==> src/rtl/watch_pkg.sv <==
// Shared limits for the watch timekeeping counters.
package watch_pkg;
    localparam int SEC_MAX  = 59;
    localparam int MIN_MAX  = 59;
    localparam int HOUR_MAX = 23;
endpackage

==> src/rtl/watch_counter.sv <==
// Modulo (MAX+1) counter stage with a combinational carry-out for cascading.
module watch_counter #(
    parameter int W   = 6,
    parameter int MAX = 59
) (
    input  logic         clk,
    input  logic         reset,
    input  logic         i_inc,
    output logic [W-1:0] o_cnt,
    output logic         o_carry
);
    localparam logic [W-1:0] MAX_V = W'(MAX);

    logic [W-1:0] cnt_q, cnt_d;
    logic         at_max;

    assign at_max = (cnt_q == MAX_V);

    always_comb begin
        cnt_d = cnt_q;
        if (i_inc) cnt_d = at_max ? '0 : cnt_q + W'(1);
    end

    always_ff @(posedge clk) begin
        if (reset) cnt_q <= '0;
        else       cnt_q <= cnt_d;
    end

    assign o_cnt   = cnt_q;
    assign o_carry = i_inc & at_max;
endmodule

==> src/rtl/watch_top.sv <==
// Free-running watch: programmable prescaler produces a 1 s tick that drives
// cascaded sec/min/hour/day counters; carries ripple within a single edge.
module watch_top
    import watch_pkg::*;
#(
    parameter int P_COUNT_BIT = 30,
    parameter int P_SEC_BIT   = 6,
    parameter int P_MIN_BIT   = 6,
    parameter int P_HOUR_BIT  = 5,
    parameter int P_DAY_BIT   = 9
) (
    input  logic                   clk,
    input  logic                   reset,
    input  logic                   i_run_en,
    input  logic [P_COUNT_BIT-1:0] i_freq,
    output logic [P_SEC_BIT-1:0]   o_sec,
    output logic [P_MIN_BIT-1:0]   o_min,
    output logic [P_HOUR_BIT-1:0]  o_hour,
    output logic [P_DAY_BIT-1:0]   o_day
);
    logic [P_COUNT_BIT-1:0] pre_q, pre_d;
    logic                   last_cycle, tick;
    logic                   sec_carry, min_carry, hour_carry, day_carry_unused;

    // >= rather than == so a lowered i_freq fires at once instead of wrapping the prescaler
    assign last_cycle = (i_freq <= P_COUNT_BIT'(1)) || (pre_q >= i_freq - P_COUNT_BIT'(1));
    assign tick       = i_run_en & last_cycle;

    always_comb begin
        pre_d = pre_q;
        if (i_run_en) pre_d = last_cycle ? '0 : pre_q + P_COUNT_BIT'(1);
    end

    always_ff @(posedge clk) begin
        if (reset) pre_q <= '0;
        else       pre_q <= pre_d;
    end

    watch_counter #(.W(P_SEC_BIT), .MAX(SEC_MAX)) u_sec (
        .clk(clk), .reset(reset), .i_inc(tick),
        .o_cnt(o_sec), .o_carry(sec_carry)
    );

    watch_counter #(.W(P_MIN_BIT), .MAX(MIN_MAX)) u_min (
        .clk(clk), .reset(reset), .i_inc(sec_carry),
        .o_cnt(o_min), .o_carry(min_carry)
    );

    watch_counter #(.W(P_HOUR_BIT), .MAX(HOUR_MAX)) u_hour (
        .clk(clk), .reset(reset), .i_inc(min_carry),
        .o_cnt(o_hour), .o_carry(hour_carry)
    );

    watch_counter #(.W(P_DAY_BIT), .MAX((1 << P_DAY_BIT) - 1)) u_day (
        .clk(clk), .reset(reset), .i_inc(hour_carry),
        .o_cnt(o_day), .o_carry(day_carry_unused)
    );
endmodule

==> config.mk <==
export PLATFORM = sky130hd
export DESIGN_NAME = watch_top
export DESIGN_NICKNAME = d
export VERILOG_FILES = /design/src/rtl/watch_pkg.sv /design/src/rtl/watch_counter.sv /design/src/rtl/watch_top.sv
export SDC_FILE = /design/constraint.sdc
export NUM_CORES = 1
export LEC_CHECK = 0
export ABC_AREA = 1
export ABC_CLOCK_PERIOD_IN_PS = 10500
export CAP_MARGIN = 5
export CORE_UTILIZATION = 60
export DETAILED_ROUTE_END_ITERATION = 16
export GPL_ROUTABILITY_DRIVEN = 0
export GPL_TIMING_DRIVEN = 0
export PLACE_DENSITY = 0.95
export REMOVE_ABC_BUFFERS = 1
export SLEW_MARGIN = 10
export SYNTH_ARGS = -nofsm -noshare
export SYNTH_HDL_FRONTEND = slang
export SYNTH_SLANG_ARGS = --single-unit
==> constraint.sdc <==
create_clock -name clk -period 10.5 [get_ports clk]
set_input_delay 1.05 -clock clk [delete_from_list [all_inputs] [get_ports clk]]
set_output_delay 1.05 -clock clk [all_outputs]
set_load 0.01 [all_outputs]
==> results.ini, run 1 <==
[outcome]
status=finished clean

[worst_setup_path]
crit_path_end_kind=register
path_common_cell=nand2_1
critPathSlowestCell=nand2_1
max_stage_delay_ns=0.48
path_class=in2reg
worst_setup_path_start_kind=primary input
cp.arrival_ns=5.33
cp.required_ns=10.71
crit_fanout=22

[global_route]
grt_pass1_vias=4171
antenna_found_initial=0
grt_remaining_overflow=0
grt_max_degree=23
grt_pass1_wl_um=17200
grt.total_usage=0.280

[clocking]
cts_resized=0
tritoncts=built
clock_path_buffers=2
clockRootBuffer=clkbuf_8
cts_setup_buffers=0
hold_buffers=0
numCtsBuffers=5
htree_levels=2
clock-sinks=56
clk_pin_slew_ns=0.10
clkLatencyLatePin_ns=0.31

[sta]
period_needed_ns=5.11
finalSetupViolations=0
relSlewSlack=0.491
whs_ns=0.482
report.final.slew_viol_count=0
setup_tns_ns=0
rsz0062_at_grt=no
worst_pin_slew_ns=0.761
fmax_mhz=196
layout_worst_path_cycle_share=0.487
fin_ws_ns=5.39
finClkSkew_ns=0.0118
timing.final.hold_violations=0

[synth]
netlist_instances=657
ys_ff_latch=56
syn_area_um2=4350
yosysTopAreaCell=dfxtp_1
postSynthAreaPerCell_um2=6.62
yosysSeqAreaShare=0.258
yosysWarningCount=0
synth_area_leaders=dfxtp_1 26%, nand2_1 14%, ha_1 11%
ys_types=36
yosysTopAreaCellShare=0.258

[pwr]
p_sw_uw=97.6
internal-power_uw=319
power_density_nw_per_um2=81.1
p_clk_frac=0.370
switching_share=0.234
pwr-share-comb=0.117
p_leak_uw=0.00207
peakVddDrop_mv=0.0827
seqPwrFrac=0.513

[finish]
area_delta_synth_final_pct=18.2
fin_area_um2=5140
n_antenna_cell=0
drive_gt1_frac=0.0614
post-route-util=0.745
final_cell_mix=162 x nand2_1, 106 x nor2_1, 74 x inv_1
layout.nets=787
final_common_cell=nand2_1

[drt]
drt_iter0_drc=244
dr.pass1.iters=5
wl_per_cell_um=12.7
drc=0
via_count=4389
wl_um=10300
vias_per_cell=5.40
antenna_left=0

[floorplan]
rows=30
die_w_um=87.2
core_um2=6910
die-area_um2=7600
ios=59
initial_core_util=0.630
fp.dieH_um=87.2

[placement]
numPortBuffers=58
pre_cts_ws_ns=5.07
place_area_um2=5020
dpl.hpwl_um=8020

[hold_path]
hold_path.class=reg2reg

[run]
cap_violations=0

## power groups by stage
| stage | sequential [µW] | combinational [µW] | clock [µW] |
|---|---|---|---|
| floorplan | 218 | 24.3 | 0 |
| global placement | 219 | 46.0 | 0 |
| detailed placement | 219 | 47.7 | 0 |
| CTS | 214 | 48.4 | 157 |
| global route | 214 | 53.8 | 165 |
| finish | 214 | 48.6 | 154 |
## sequential cells by signal, indices dropped and copies added, names as in the netlist
signal        cells
u_hour.o_cnt      5
u_day.o_cnt       9
pre_q            30
u_sec.o_cnt       6
u_min.o_cnt       6
## cell type report
| type | count | area (µm²) |
|---|---|---|
| multi-input cells | 519 | 2910 |
| fillers | 544 | 1760 |
| flip-flops and latches | 56 | 1120 |
| repair buffers | 58 | 581 |
| inverters | 76 | 285 |
| well taps | 96 | 120 |
| clock buffers | 7 | 96.3 |
| clock inverters | 1 | 30.0 |
## cell usage after synthesis
master	count
xnor2_1	17
buf_6	1
clkinv_1	1
nand2_1	162
nand3b_1	5
buf_4	1
nor2_4	9
nand4_4	1
nand3_2	6
nor3b_1	5
or4_1	1
a21o_1	1
nor4_1	7
ha_1	38
inv_1	74
buf_2	2
nand3_1	39
nand2_2	6
clkbuf_1	2
xor2_1	28
nand4_1	8
nor3_1	15
a221oi_1	1
a31oi_1	1
dfxtp_1	56
nor3_2	1
a21oi_1	33
and2_1	1
nor2_2	7
or2_2	4
nor2_1	106
o21ai_0	12
nand2_4	1
inv_2	1
o21ai_1	3
o21bai_1	1
## cells by family after synthesis
kind of cell    share of synthesized area
simple gates                        0.407
buf+inv                            0.0739
flops                               0.258
compound gates                     0.0621
xor+xnor                           0.0906
fa+ha+maj                           0.109
## per-stage QoR
step	std cells	total power (µW)
6_report	813	417
5_1_grt	813	433
4_1_cts	813	419
3_5_place_dp	805	266
3_3_place_gp	805	265
2_1_floorplan	651	243
## layer usage
layer	routed length (µm)	share of wire	vias up	GRT usage
met4	252	0.024	0	0.115
met1	4450	0.43	1990	0.324
met3	581	0.056	21	0.0370
met2	5040	0.49	152	0.516
met5	0	0	-	0
li1	-	-	2226	-
## worst max-delay path, delay by kind of cell
kind	cells	cell delay [ns]
compound gates	2	0.51
fa+ha+maj	1	0.29
buf+inv	2	0.51
simple gates	20	2.95
## final timing paths
path                        from        endpoint  slack (ns)  cells after the start
hold reg to reg   u_min.o_cnt[5]  u_min.o_cnt[5]        0.48                      2
hold / removal    u_min.o_cnt[5]  u_min.o_cnt[5]        0.48                      2
setup reg to reg       pre_q[13]        pre_q[5]        7.81                     11
setup / recovery       i_freq[2]        pre_q[5]        5.39                     25
(Power assumes the default switching activity.)
==> inputs of run 2 (changes only) <==
--- a/config.mk
+++ b/config.mk
@@ -6,13 +6,13 @@
 export NUM_CORES = 1
 export LEC_CHECK = 0
 export ABC_AREA = 1
-export ABC_CLOCK_PERIOD_IN_PS = 10500
+export ABC_CLOCK_PERIOD_IN_PS = 4800
 export CAP_MARGIN = 5
-export CORE_UTILIZATION = 60
+export CORE_UTILIZATION = 56
 export DETAILED_ROUTE_END_ITERATION = 16
 export GPL_ROUTABILITY_DRIVEN = 0
 export GPL_TIMING_DRIVEN = 0
-export PLACE_DENSITY = 0.95
+export PLACE_DENSITY = 0.92
 export REMOVE_ABC_BUFFERS = 1
 export SLEW_MARGIN = 10
 export SYNTH_ARGS = -nofsm -noshare
==> constraint.sdc (replaced) <==
create_clock -name clk -period 4.8 [get_ports clk]
set_input_delay 0.48 -clock clk [delete_from_list [all_inputs] [get_ports clk]]
set_output_delay 0.48 -clock clk [all_outputs]
set_load 0.01 [all_outputs]
==> results.ini, run 2 (synthesis gave the netlist of run 1 again) <==
[sta]
report.final.slew_viol_count=0  ; unchanged
worst_pin_slew_ns=0.566  ; -0.195 ns
relSlewSlack=0.619  ; +0.128
period_needed_ns=4.29
layout_worst_path_cycle_share=0.894
rsz0062_at_grt=no
fmax_mhz=233
finalSetupViolations=0  ; unchanged
finClkSkew_ns=0.0107  ; -0.00114 ns
timing.final.hold_violations=0  ; unchanged

[hold_path]
hold_depth=2  ; unchanged
hold_start=u_min.o_cnt[5]
hold_path.class=reg2reg
whs_endpoint=u_min.o_cnt[5]

[finish]
fillers=614  ; +13%
fin_area_um2=5150  ; +0.17%
largest_reg_flops=30  ; unchanged
layout.nets=787  ; unchanged
drive_gt1_frac=0.0615  ; +0.0000857
area_delta_synth_final_pct=18.4
final_common_cell=nand2_1
regMostFlops=pre_q
final_cell_mix=161 x nand2_1, 106 x nor2_1, 74 x inv_1
n_antenna_cell=0  ; unchanged
stdcell_count=815  ; +0.25%

[drt]
met3_length_um=558  ; -4.0%
dr.pass1.iters=4  ; -1
drc=0  ; unchanged
drt_iter0_drc=232  ; -4.9%
antenna_left=0  ; unchanged
wl_met2_um=4910  ; -2.6%
vias_per_cell=5.32  ; -1.5%
top_layer=met4
wl_um=10400  ; +0.46%
wl_per_cell_um=12.7  ; +0.21%
via_count=4333  ; -1.3%
met1_length_um=4600  ; +3.3%

[worst_setup_path]
path_class=in2reg
cp.arrival_ns=4.50  ; -0.83 ns
r2r_slack_ns=2.32  ; -5.49 ns
rr_endpoint=pre_q[5]
cp.required_ns=5.01  ; -5.70 ns
r2r-start=pre_q[13]
crit_path_end_kind=register
worst_setup_path_start_kind=primary input
crit_fanout=16  ; -27%
worstRegToRegCells=11  ; unchanged

[placement]
numPortBuffers=58  ; unchanged
dpl.hpwl_um=8030  ; +0.11%
dpl.cell_count=808  ; +0.37%
place_area_um2=5020  ; about the same

[pwr]
power_density_nw_per_um2=181  ; +120%
fin_total_pwr_uw=930  ; +120%
p_leak_uw=0.00207  ; about the same
peakVddDrop_mv=0.138  ; +67%

[clocking]
cts_resized=0  ; unchanged
clk_pin_slew_ns=0.09  ; about the same
clkLatencyLatePin_ns=0.31  ; about the same
cts_setup_buffers=0  ; unchanged
htree_levels=2  ; unchanged
clockRootBuffer=clkbuf_8
tritoncts=built
numCtsBuffers=5  ; unchanged
hold_buffers=0  ; unchanged
clock_path_buffers=2  ; unchanged
clock-sinks=56  ; unchanged

[global_route]
antenna_found_initial=0  ; unchanged
grt_max_degree=23  ; unchanged
grt.total_usage=0.263  ; -0.0168
grt_pass1_vias=4276  ; +2.5%
grt_remaining_overflow=0  ; unchanged
grt_pass1_wl_um=18100  ; +4.7%

[floorplan]
rows=31  ; +3.3%
die-area_um2=8130  ; +7.0%
core_um2=7370  ; +6.7%
initial_core_util=0.590  ; -0.0396
fp.dieH_um=90.2  ; +3.4%
ios=59  ; unchanged
die_w_um=90.2  ; +3.4%

[run]
cap_violations=0  ; unchanged

[outcome]
status=finished clean

run 2: changes by cell type in the layout (fill, tap and decap cells not counted):
cell       delta
clkbuf_8      -2
bufinv_16     +1
nand2_1       -1
nand2_2       +1
run 2: power breakdown:
part	leakage [µW]	switching, µW	internal (µW)
sequential	0.000451	1.97	466
combinational	0.00155	58.0	48.6
clock	0.0000642	151	205
run 2: critical path, cell delays in order:
cell             delay (ns)
clkdlybuf4s50_1        0.47
nor2_1                 0.17
nand3_1                0.09
nor2_1                 0.15
nand2_1                0.13
nor2_2                 0.16
nand3_1                0.17
nor3_2                 0.20
nand2_1                0.14
nor2_1                 0.21
nand2_1                0.07
nand2_1                0.06
nand2_1                0.05
ha_1                   0.29
nand2_1                0.07
nor2_1                 0.15
nand2_1                0.12
nor3b_1                0.23
nand2_1                0.09
nand3_2                0.19
nand4_4                0.20
nor2_4                 0.36
nand2_1                0.10
nand2_1                0.07
nor2_1                 0.06
run 2: layout make-up:
type / instances / area [µm²] / share of cell area
tap: 99 / 124 / 0.0240
multi-input combinational: 519 / 2910 / 0.565
clock buffer: 5 / 68.8 / 0.0134
sequential: 56 / 1120 / 0.218
clock inverter: 2 / 60.1 / 0.0117
inverter: 76 / 285 / 0.0554
timing repair buffer: 58 / 581 / 0.113
run 2: worst max-delay path by stage:
| stage | startpoint | depth (start not counted) | end | slack [ns] |
|---|---|---|---|---|
| floorplan | i_freq[1] | 24 | pre_q[5] | 1.24 |
| global placement | i_freq[0] | 21 | pre_q[5] | 0.10 |
| detailed placement | i_freq[2] | 25 | pre_q[5] | -0.02 |
| CTS | i_freq[2] | 25 | pre_q[5] | 0.30 |
| global route | i_freq[2] | 25 | u_day.o_cnt[1] | 0.05 |
| finish | i_freq[4] | 25 | u_day.o_cnt[4] | 0.51 |
run 2: routing by layer:
metal  up-vias  global-route usage
met5         -                   0
met3        28              0.0474
met4         0              0.0941
li1       2224                   -
met1      1957               0.305
met2       124               0.480
run 2: through the flow:
stage | hold WS, ns | worst slack, ns | util | TNS (ns)
final | 0.478 | 0.507 | 0.699 | 0
after CTS | 0.485 | 0.301 | 0.699 | 0
after floorplan | 0.455 | 1.24 | - | 0
after detailed placement | 0.471 | -0.0165 | 0.681 | -0.0165
after global routing | 0.512 | 0.0464 | 0.699 | 0
after global placement | 0.464 | 0.101 | 0.681 | 0
==> inputs of run 3 (changes only) <==
--- a/config.mk
+++ b/config.mk
@@ -18,3 +18,4 @@
 export SYNTH_ARGS = -nofsm -noshare
 export SYNTH_HDL_FRONTEND = slang
 export SYNTH_SLANG_ARGS = --single-unit
+export TNS_END_PERCENT = 5
==> results of run 3 <==
Same layout as run 2: the final DEF is identical, and so are final timing and power.
